[src/rtl/vga_board_render_if.sv]
// Board transfer channel between game logic and the VGA pixel stage.
//   board_in    : 64-bit board, tile (r,c) exponent at [4*(4r+c) +: 4]
//   board_valid : board_in carries a new board
//   board_ready : renderer staging buffer is free
//   board_shown : one-cycle pulse when a staged board becomes the displayed board
// A transfer happens on a clock edge where board_valid && board_ready.
interface vga_board_render_if;
  logic [63:0] board_in;
  logic        board_valid;
  logic        board_ready;
  logic        board_shown;

  modport master (
    output board_in,
    output board_valid,
    input  board_ready,
    input  board_shown
  );

  modport slave (
    input  board_in,
    input  board_valid,
    output board_ready,
    output board_shown
  );
endinterface

[src/rtl/vga_board_render.sv]
// Pixel stage placed directly after the VGA timing generator. Maps each visible
// pixel onto a 4x4 2048 board and produces 3-3-2 RGB plus syncs re-aligned to
// the two-register pixel pipeline.
//   clk, rst_n      : pixel clock, asynchronous active-low reset
//   hc, vc          : horizontal / vertical counters from the timing generator
//   vidon           : visible-area flag
//   Hsync, Vsync    : active-low syncs from the timing generator
//   board_if        : board transfer channel (slave side)
//   rgb             : {R[2:0],G[2:0],B[1:0]}
//   Hsync_o, Vsync_o: syncs delayed to line up with rgb
// Incoming boards are held in a staging buffer and copied to the displayed
// (shadow) buffer only during vertical blanking, so a frame never tears.
module vga_board_render #(
  parameter int unsigned HBP  = 144,
  parameter int unsigned VBP  = 31,
  parameter int unsigned VFP  = 511,
  parameter int unsigned BX   = 100,
  parameter int unsigned BY   = 20,
  parameter int unsigned TILE = 100,
  parameter int unsigned GAP  = 10
) (
  input  logic                     clk,
  input  logic                     rst_n,
  input  logic [9:0]               hc,
  input  logic [9:0]               vc,
  input  logic                     vidon,
  input  logic                     Hsync,
  input  logic                     Vsync,
  vga_board_render_if.slave        board_if,
  output logic [7:0]               rgb,
  output logic                     Hsync_o,
  output logic                     Vsync_o
);

  localparam int unsigned PITCH = TILE + GAP;

  localparam logic [9:0] L_HOFF = 10'(HBP + 1);
  localparam logic [9:0] L_VOFF = 10'(VBP + 1);
  localparam logic [9:0] L_VBP  = 10'(VBP);
  localparam logic [9:0] L_VFP  = 10'(VFP);
  localparam logic [9:0] L_BX   = 10'(BX);
  localparam logic [9:0] L_BY   = 10'(BY);
  localparam logic [9:0] L_TILE = 10'(TILE);
  localparam logic [9:0] L_P1   = 10'(PITCH);
  localparam logic [9:0] L_P2   = 10'(2 * PITCH);
  localparam logic [9:0] L_P3   = 10'(3 * PITCH);
  localparam logic [9:0] L_SPAN = 10'(4 * PITCH);

  localparam logic [7:0] C_BLANK = 8'h00;
  localparam logic [7:0] C_BG    = 8'h24;
  localparam logic [7:0] C_GAP   = 8'h92;

  // ---------------------------------------------------------------------------
  // Board buffering
  // ---------------------------------------------------------------------------
  typedef enum logic {
    FREE,
    PENDING
  } state_t;

  state_t      r_state;
  state_t      w_next;
  logic [63:0] r_staging;
  logic [63:0] r_shadow;
  logic        w_vblank;
  logic        w_accept;
  logic        w_commit;
  logic        w_ready;

  assign w_vblank = (vc <= L_VBP) || (vc >= L_VFP);

  always_ff @(posedge clk or negedge rst_n) begin
    if (!rst_n) begin
      r_state <= FREE;
    end else begin
      r_state <= w_next;
    end
  end

  always_comb begin
    w_next   = r_state;
    w_ready  = 1'b0;
    w_accept = 1'b0;
    w_commit = 1'b0;
    case (r_state)
      FREE: begin
        w_ready = 1'b1;
        if (board_if.board_valid) begin
          w_accept = 1'b1;
          w_next   = PENDING;
        end
      end
      PENDING: begin
        if (w_vblank) begin
          w_commit = 1'b1;
          w_next   = FREE;
        end
      end
      default: w_next = FREE;
    endcase
  end

  assign board_if.board_ready = w_ready;
  assign board_if.board_shown = w_commit;

  always_ff @(posedge clk or negedge rst_n) begin
    if (!rst_n) begin
      r_staging <= '0;
      r_shadow  <= '0;
    end else begin
      if (w_accept) begin
        r_staging <= board_if.board_in;
      end
      if (w_commit) begin
        r_shadow <= r_staging;
      end
    end
  end

  // ---------------------------------------------------------------------------
  // Geometry: one axis at a time, compared against constant tile boundaries.
  // Returns {inside_board, in_gutter, tile_index[1:0]}.
  // ---------------------------------------------------------------------------
  function automatic logic [3:0] axis_map(input logic [9:0] p, input logic [9:0] org);
    logic [9:0] d;
    logic [9:0] t0;
    logic [1:0] idx;
    logic       inr;
    inr = (p >= org) && (p < (org + L_SPAN));
    d   = p - org;
    if (d >= L_P3) begin
      idx = 2'd3;
      t0  = L_P3;
    end else if (d >= L_P2) begin
      idx = 2'd2;
      t0  = L_P2;
    end else if (d >= L_P1) begin
      idx = 2'd1;
      t0  = L_P1;
    end else begin
      idx = 2'd0;
      t0  = '0;
    end
    // Offset within the pitch past the tile side means the trailing gutter
    return {inr, inr && ((d - t0) >= L_TILE), idx};
  endfunction

  function automatic logic [7:0] palette(input logic [3:0] e);
    case (e)
      4'd0:    return 8'hDB;
      4'd1:    return 8'hFF;
      4'd2:    return 8'hFE;
      4'd3:    return 8'hF4;
      4'd4:    return 8'hF0;
      4'd5:    return 8'hE8;
      4'd6:    return 8'hE0;
      4'd7:    return 8'hFC;
      4'd8:    return 8'hF8;
      4'd9:    return 8'hF9;
      4'd10:   return 8'hFA;
      4'd11:   return 8'hFB;
      default: return 8'h49;
    endcase
  endfunction

  // ---------------------------------------------------------------------------
  // Pixel pipeline, stage 1: pixel classification
  // ---------------------------------------------------------------------------
  logic [9:0] w_px;
  logic [9:0] w_py;
  logic [3:0] w_xm;
  logic [3:0] w_ym;

  // Outside the visible window these wrap, but vid masks the result anyway
  assign w_px = hc - L_HOFF;
  assign w_py = vc - L_VOFF;
  assign w_xm = axis_map(w_px, L_BX);
  assign w_ym = axis_map(w_py, L_BY);

  logic       r_vid1;
  logic       r_hs1;
  logic       r_vs1;
  logic       r_inb1;
  logic       r_gap1;
  logic [1:0] r_row1;
  logic [1:0] r_col1;

  always_ff @(posedge clk or negedge rst_n) begin
    if (!rst_n) begin
      r_vid1 <= 1'b0;
      r_hs1  <= 1'b1;
      r_vs1  <= 1'b1;
      r_inb1 <= 1'b0;
      r_gap1 <= 1'b0;
      r_row1 <= '0;
      r_col1 <= '0;
    end else begin
      r_vid1 <= vidon;
      r_hs1  <= Hsync;
      r_vs1  <= Vsync;
      r_inb1 <= w_xm[3] && w_ym[3];
      r_gap1 <= w_xm[3] && w_ym[3] && (w_xm[2] || w_ym[2]);
      r_row1 <= w_ym[1:0];
      r_col1 <= w_xm[1:0];
    end
  end

  // ---------------------------------------------------------------------------
  // Stage 2: colour lookup
  // ---------------------------------------------------------------------------
  logic [3:0] w_exp;
  logic [7:0] w_rgb;

  assign w_exp = r_shadow[{r_row1, r_col1, 2'b00} +: 4];

  always_comb begin
    w_rgb = C_BLANK;
    if (!r_vid1) begin
      w_rgb = C_BLANK;
    end else if (!r_inb1) begin
      w_rgb = C_BG;
    end else if (r_gap1) begin
      w_rgb = C_GAP;
    end else begin
      w_rgb = palette(w_exp);
    end
  end

  always_ff @(posedge clk or negedge rst_n) begin
    if (!rst_n) begin
      rgb     <= '0;
      Hsync_o <= 1'b1;
      Vsync_o <= 1'b1;
    end else begin
      rgb     <= w_rgb;
      Hsync_o <= r_hs1;
      Vsync_o <= r_vs1;
    end
  end

endmodule

[src/flat_wrapper.sv]
// flat-port wrapper written by rule: the top's interface ports become plain ports
module vga_board_render_flat 
#(
  parameter int unsigned HBP  = 144,
  parameter int unsigned VBP  = 31,
  parameter int unsigned VFP  = 511,
  parameter int unsigned BX   = 100,
  parameter int unsigned BY   = 20,
  parameter int unsigned TILE = 100,
  parameter int unsigned GAP  = 10
)
  (clk, rst_n, hc, vc, vidon, Hsync, Vsync, rgb, Hsync_o, Vsync_o, board_if_board_in, board_if_board_valid, board_if_board_ready, board_if_board_shown);
  vga_board_render_if board_if_i ();
  input  logic clk;
  input  logic rst_n;
  input  logic [9:0] hc;
  input  logic [9:0] vc;
  input  logic vidon;
  input  logic Hsync;
  input  logic Vsync;
  output logic [7:0] rgb;
  output logic Hsync_o;
  output logic Vsync_o;
  input wire logic [$bits(board_if_i.board_in)-1:0] board_if_board_in;
  input wire logic [$bits(board_if_i.board_valid)-1:0] board_if_board_valid;
  output wire logic [$bits(board_if_i.board_ready)-1:0] board_if_board_ready;
  output wire logic [$bits(board_if_i.board_shown)-1:0] board_if_board_shown;
  assign board_if_i.board_in = board_if_board_in;
  assign board_if_i.board_valid = board_if_board_valid;
  assign board_if_board_ready = board_if_i.board_ready;
  assign board_if_board_shown = board_if_i.board_shown;
  vga_board_render #(.HBP(HBP), .VBP(VBP), .VFP(VFP), .BX(BX), .BY(BY), .TILE(TILE), .GAP(GAP)) u_core (.clk(clk), .rst_n(rst_n), .hc(hc), .vc(vc), .vidon(vidon), .Hsync(Hsync), .Vsync(Vsync), .board_if(board_if_i), .rgb(rgb), .Hsync_o(Hsync_o), .Vsync_o(Vsync_o));
endmodule
[config.mk]
export PLATFORM = sky130hd
export DESIGN_NAME = vga_board_render_flat
export DESIGN_NICKNAME = d
export VERILOG_FILES = /design/src/rtl/vga_board_render_if.sv /design/src/rtl/vga_board_render.sv /design/src/flat_wrapper.sv
export SDC_FILE = /design/constraint.sdc
export NUM_CORES = 1
export LEC_CHECK = 0
export CORE_ASPECT_RATIO = 0.9
export CORE_MARGIN = 10
export CORE_UTILIZATION = 57
export DETAILED_ROUTE_END_ITERATION = 7
export PLACE_DENSITY_LB_ADDON = 0.3
export SLEW_MARGIN = 25
export SYNTH_ARGS = -nofsm -noshare
export SYNTH_HDL_FRONTEND = slang
export SYNTH_SLANG_ARGS = --single-unit
export TNS_END_PERCENT = 100
[constraint.sdc]
create_clock -name clk -period 6.6 [get_ports clk]
set_input_delay 1.32 -clock clk [delete_from_list [all_inputs] [get_ports clk]]
set_output_delay 1.32 -clock clk [all_outputs]
set_load 0.01 [all_outputs]
==> metrics.log <==
[metrics] outcome: finished clean
[metrics] P&R area growth vs syn: 23.1%
[metrics] Synth Flop Type: sky130_fd_sc_hd__dfrtp_1
[metrics] Synth top cells by count: sky130_fd_sc_hd__nand2_1 (223), sky130_fd_sc_hd__dfrtp_1 (144), sky130_fd_sc_hd__mux2_2 (66)
[metrics] final setup violating endpoints: 0
[metrics] Final nets: 1,009
[metrics] CTS tree: built
[metrics] Rows: between 40 and 50
[metrics] number of hold-slack violations in the final timing report: 0
[metrics] top-area cell type share of the netlist area: approximately 45%
[metrics] clock transition time at the flip-flop clock pins of the worst setup and hold paths: 0.06 ns
[metrics] CP Max Fanout: 6
[metrics] I/O pin count: approximately 100
[metrics] total negative setup slack: 0 ns
[metrics] number of enable flip-flop cells after synthesis: 0
[metrics] share of post-route cells with drive strength above 1: 17.7%
[metrics] vias: a little over 6,000
[metrics] nature of the critical path startpoint: input pin
[metrics] number of H-tree levels: 4
[metrics] Std-Cell Core Area: about 14,000 um^2
[metrics] final instance area: 9960 um^2
[metrics] maximum vdd drop: 0.000235 V
[metrics] count of inserted antenna diode cells: 0
[metrics] total of hold buffers inserted after clock tree synthesis: 0
[metrics] CP most frequent cell: sky130_fd_sc_hd__ha_1
[metrics] Pre-antenna DRT Iters: 5
[metrics] RSZ-0062 raised after global routing: false
[metrics] Die X-Extent: ~150 um
[metrics] Synth async-reset ratio: between 90% and 100%
[metrics] buffers inserted by post-CTS timing repair: 0
[metrics] Slew Viols, Final: 0
[metrics] post-DR wirelength/cell: 18.0 um
[metrics] worst-case headroom to the max-slew limit: a little over two fifths
[metrics] pin count of the biggest net entering global routing: 99
[metrics] clock skew: between 0.009 and 0.01 ns
[metrics] total wire length: a little under 20 mm
[metrics] global-route wire length before repair: around 33 mm
[metrics] gate count of the mapped netlist: 791
[metrics] Tmin final: ~6 ns
[metrics] arrival time reported for the critical path endpoint: ~6.4 ns
[metrics] CTS buffer count: 17
[metrics] warnings from Yosys: 0
[metrics] number of buffers between clock root and the deepest sink: 2
[metrics] initial antenna violation count: 0
[metrics] distinct cell type count of the synthesized netlist: around 70
[metrics] critical path type: input pin to register
[metrics] portion of the post-synthesis area used by sequential elements: between 40% and 50%
[metrics] final weighted congestion of routability-driven global placement: roughly 0.81
[metrics] post-synthesis area per instance: between 10 and 15 um^2
[metrics] Critical Path, Cell by Cell: clkdlybuf4s50_1 > inv_1 > ha_1 > xnor2_1 > ha_1 > nor2b_1 > mux2_2 > a211oi_1 > or2_2 > o2111ai_1 > a21boi_1 > o2bb2ai_1 > ha_1 > inv_1 > fa_1 > a211oi_2 > o21ai_0 > a21oi_1 > xnor2_1 > o21ai_0 > nor4bb_1 > a41oi_1
[metrics] slew of the pin with the lowest slew margin: ~0.85 ns
[metrics] clock root buffer: sky130_fd_sc_hd__clkbuf_16
[metrics] Remaining DRCs: 0
[metrics] Num Clock Sinks: approximately 150
[metrics] PD cells: between 300 and 400 nW/um^2
[metrics] Total Die Area: between 15,000 and 20,000 um^2
[metrics] worst path buffer plus inverter count: 3
[metrics] dominant cells by area after synthesis: sky130_fd_sc_hd__dfrtp_1 (45%), sky130_fd_sc_hd__nand2_1 (10%), sky130_fd_sc_hd__mux2_2 (9.2%), sky130_fd_sc_hd__mux4_2 (5.3%), sky130_fd_sc_hd__ha_1 (4.8%)
[metrics] biggest area consumer among synthesized cells: sky130_fd_sc_hd__dfrtp_1
[metrics] port buffer count: about 100
[metrics] final core utilization: 71.4%
[metrics] post-route ant nets: 0
[metrics] number of storage elements in the synthesis netlist: 148
[metrics] class of the most critical hold timing path: register to register
[metrics] cell family with most CP delay: compound AO/OA/AOI/OAI gates
[metrics] LEAKAGE: roughly 4.5 nW
[metrics] cell with the biggest individual delay on the critical path: sky130_fd_sc_hd__clkdlybuf4s50_1
[metrics] total routing usage reported by global routing: just over 20%
[metrics] estimated wirelength of the detail-placed design: roughly 14 mm
[metrics] cell with the most instances after synthesis: sky130_fd_sc_hd__nand2_1
[metrics] worst skew pair latency: 0.42 ns
[metrics] height of the die: about 130 um
[metrics] Via-to-Cell Ratio: about 5.7
[metrics] Syn Std Cell Area: 8090 um^2
[metrics] vias in the first global route: 6,526
[metrics] initial cell density of the core: 58.0%
[metrics] Synthesized Nets: ~910
[metrics] post-place instance area: just over 9000 um^2
[metrics] worst endpoint required time: 6.88 ns
[metrics] Iteration-0 DRC Markers: around 370
[metrics] max-cap check violation count: 0
[metrics] ratio of final minimum period to clock period: slightly above 90%
[metrics] delay of the slowest cell on the worst path: approximately 0.57 ns
[metrics] Setup crit end kind: register
[metrics] highest attainable clock frequency: around 160 MHz
[metrics] leftover overflow at the end of global routing: 0
## registers in the layout, indices dropped and copies added, names as in the netlist, 2 cells and up
signal,count
u_core.r_shadow,64
u_core.r_row1,2
u_core.rgb,8
u_core.r_staging,64
u_core.r_col1,2
## final timing paths
| path | from | endpoint | slack [ns] | depth (start not counted) |
|---|---|---|---|---|
| worst max-delay path | hc[0] | u_core.r_gap1 | 0.49 | 22 |
| worst min-delay path | u_core.r_hs1 | u_core.Hsync_o | 0.35 | 0 |
| worst max register to register | u_core.r_col1[1] | u_core.rgb[1] | 3.64 | 9 |
| worst min register to register | u_core.r_hs1 | u_core.Hsync_o | 0.35 | 0 |
| max in group asynchronous | rst_n | u_core.r_shadow[22] | 4.44 | 2 |
| min in group asynchronous | rst_n | u_core.r_staging[11] | 0.99 | 1 |
## power by group
part | leakage [nW] | switching, mW | internal [mW]
clock network | 0.307 | 0.362 | 0.662
logic | 2.39 | 0.527 | 0.516
registers | 1.78 | 0.173 | 1.18
## cell type report
| class | count | area, um^2 |
|---|---|---|
| well taps | 193 | 241 |
| clock buffers | 23 | 478 |
| clock inverters | 9 | 151 |
| fillers | 999 | 3990 |
| multi-input cells | 579 | 4160 |
| repair buffers | 113 | 1120 |
| flip-flops and latches | 148 | 3710 |
| inverters | 27 | 101 |
## per-stage QoR
step	total power, mW	cells	hold WS (ns)	setup slack (ns)
global route	3.60	1092	0.350	0.0879
floorplan	2.04	791	0.345	1.03
detailed placement	2.36	1060	0.349	0.0152
CTS	3.41	1092	0.354	0.428
finish	3.42	1092	0.349	0.489
global placement	2.30	1059	0.346	0.290
## layer usage
| metal | vias up | track usage [%] | wire, um |
|---|---|---|---|
| met5 | - | 0 | 0 |
| met4 | 0 | 6.06 | 318 |
| met3 | 31 | 3.44 | 873 |
| met2 | 178 | 33.9 | 9570 |
| met1 | 3048 | 27.1 | 8920 |
| li1 | 2934 | - | - |
## layout by cell type, fill, tap and decap left out, types with 3 or more instances in the layout
cell type                         netlist  routed
sky130_fd_sc_hd__xnor2_1               17      17
sky130_fd_sc_hd__buf_4                  0      11
sky130_fd_sc_hd__mux2i_1                5       4
sky130_fd_sc_hd__nor2b_1                9       8
sky130_fd_sc_hd__clkdlybuf4s50_1        0     100
sky130_fd_sc_hd__nand2_1              223     223
sky130_fd_sc_hd__nor3_1                11      11
sky130_fd_sc_hd__nor3b_1                4       4
sky130_fd_sc_hd__dfstp_2                4       4
sky130_fd_sc_hd__o31ai_1                5       4
sky130_fd_sc_hd__a21oi_1               22      22
sky130_fd_sc_hd__clkbuf_8               0       3
sky130_fd_sc_hd__xor2_1                10      10
sky130_fd_sc_hd__clkbuf_1              27       3
sky130_fd_sc_hd__nand3_1                8       8
sky130_fd_sc_hd__o41ai_1                3       3
sky130_fd_sc_hd__or2_2                  5       5
sky130_fd_sc_hd__mux4_2                19      19
sky130_fd_sc_hd__bufinv_16              0       4
sky130_fd_sc_hd__nand2b_1               4       4
sky130_fd_sc_hd__o21a_1                 6       6
sky130_fd_sc_hd__a211oi_1               6       5
sky130_fd_sc_hd__a21o_1                 7       7
sky130_fd_sc_hd__o21ai_0               19      19
sky130_fd_sc_hd__a211o_1                3       3
sky130_fd_sc_hd__and2_1                 7       7
sky130_fd_sc_hd__dfrtp_1              144     144
sky130_fd_sc_hd__o2111ai_1              3       3
sky130_fd_sc_hd__clkbuf_16              0      17
sky130_fd_sc_hd__nor2_1                23      23
sky130_fd_sc_hd__a21boi_0               5       4
sky130_fd_sc_hd__ha_1                  31      31
sky130_fd_sc_hd__nand4_1                6       6
sky130_fd_sc_hd__clkinv_2               0       3
sky130_fd_sc_hd__mux2_2                66      66
sky130_fd_sc_hd__inv_1                 27      26
## kinds of logic after synthesis
group / synth area share [%]
buf+inv: 3.22
xor+xnor: 3.32
flops: 45.8
fa+ha+maj: 5.29
simple gates: 17.2
mux: 15.1
compound gates: 10.0
## timing repair
| item | in CTS | in global routing |
|---|---|---|
| hold endpoints to repair | 0 | 0 |
| endpoints found under the setup margin | 0 | 1 |
| gates resized for setup | 0 | 4 |
No activity file was read; power rests on OpenSTA's default activity.
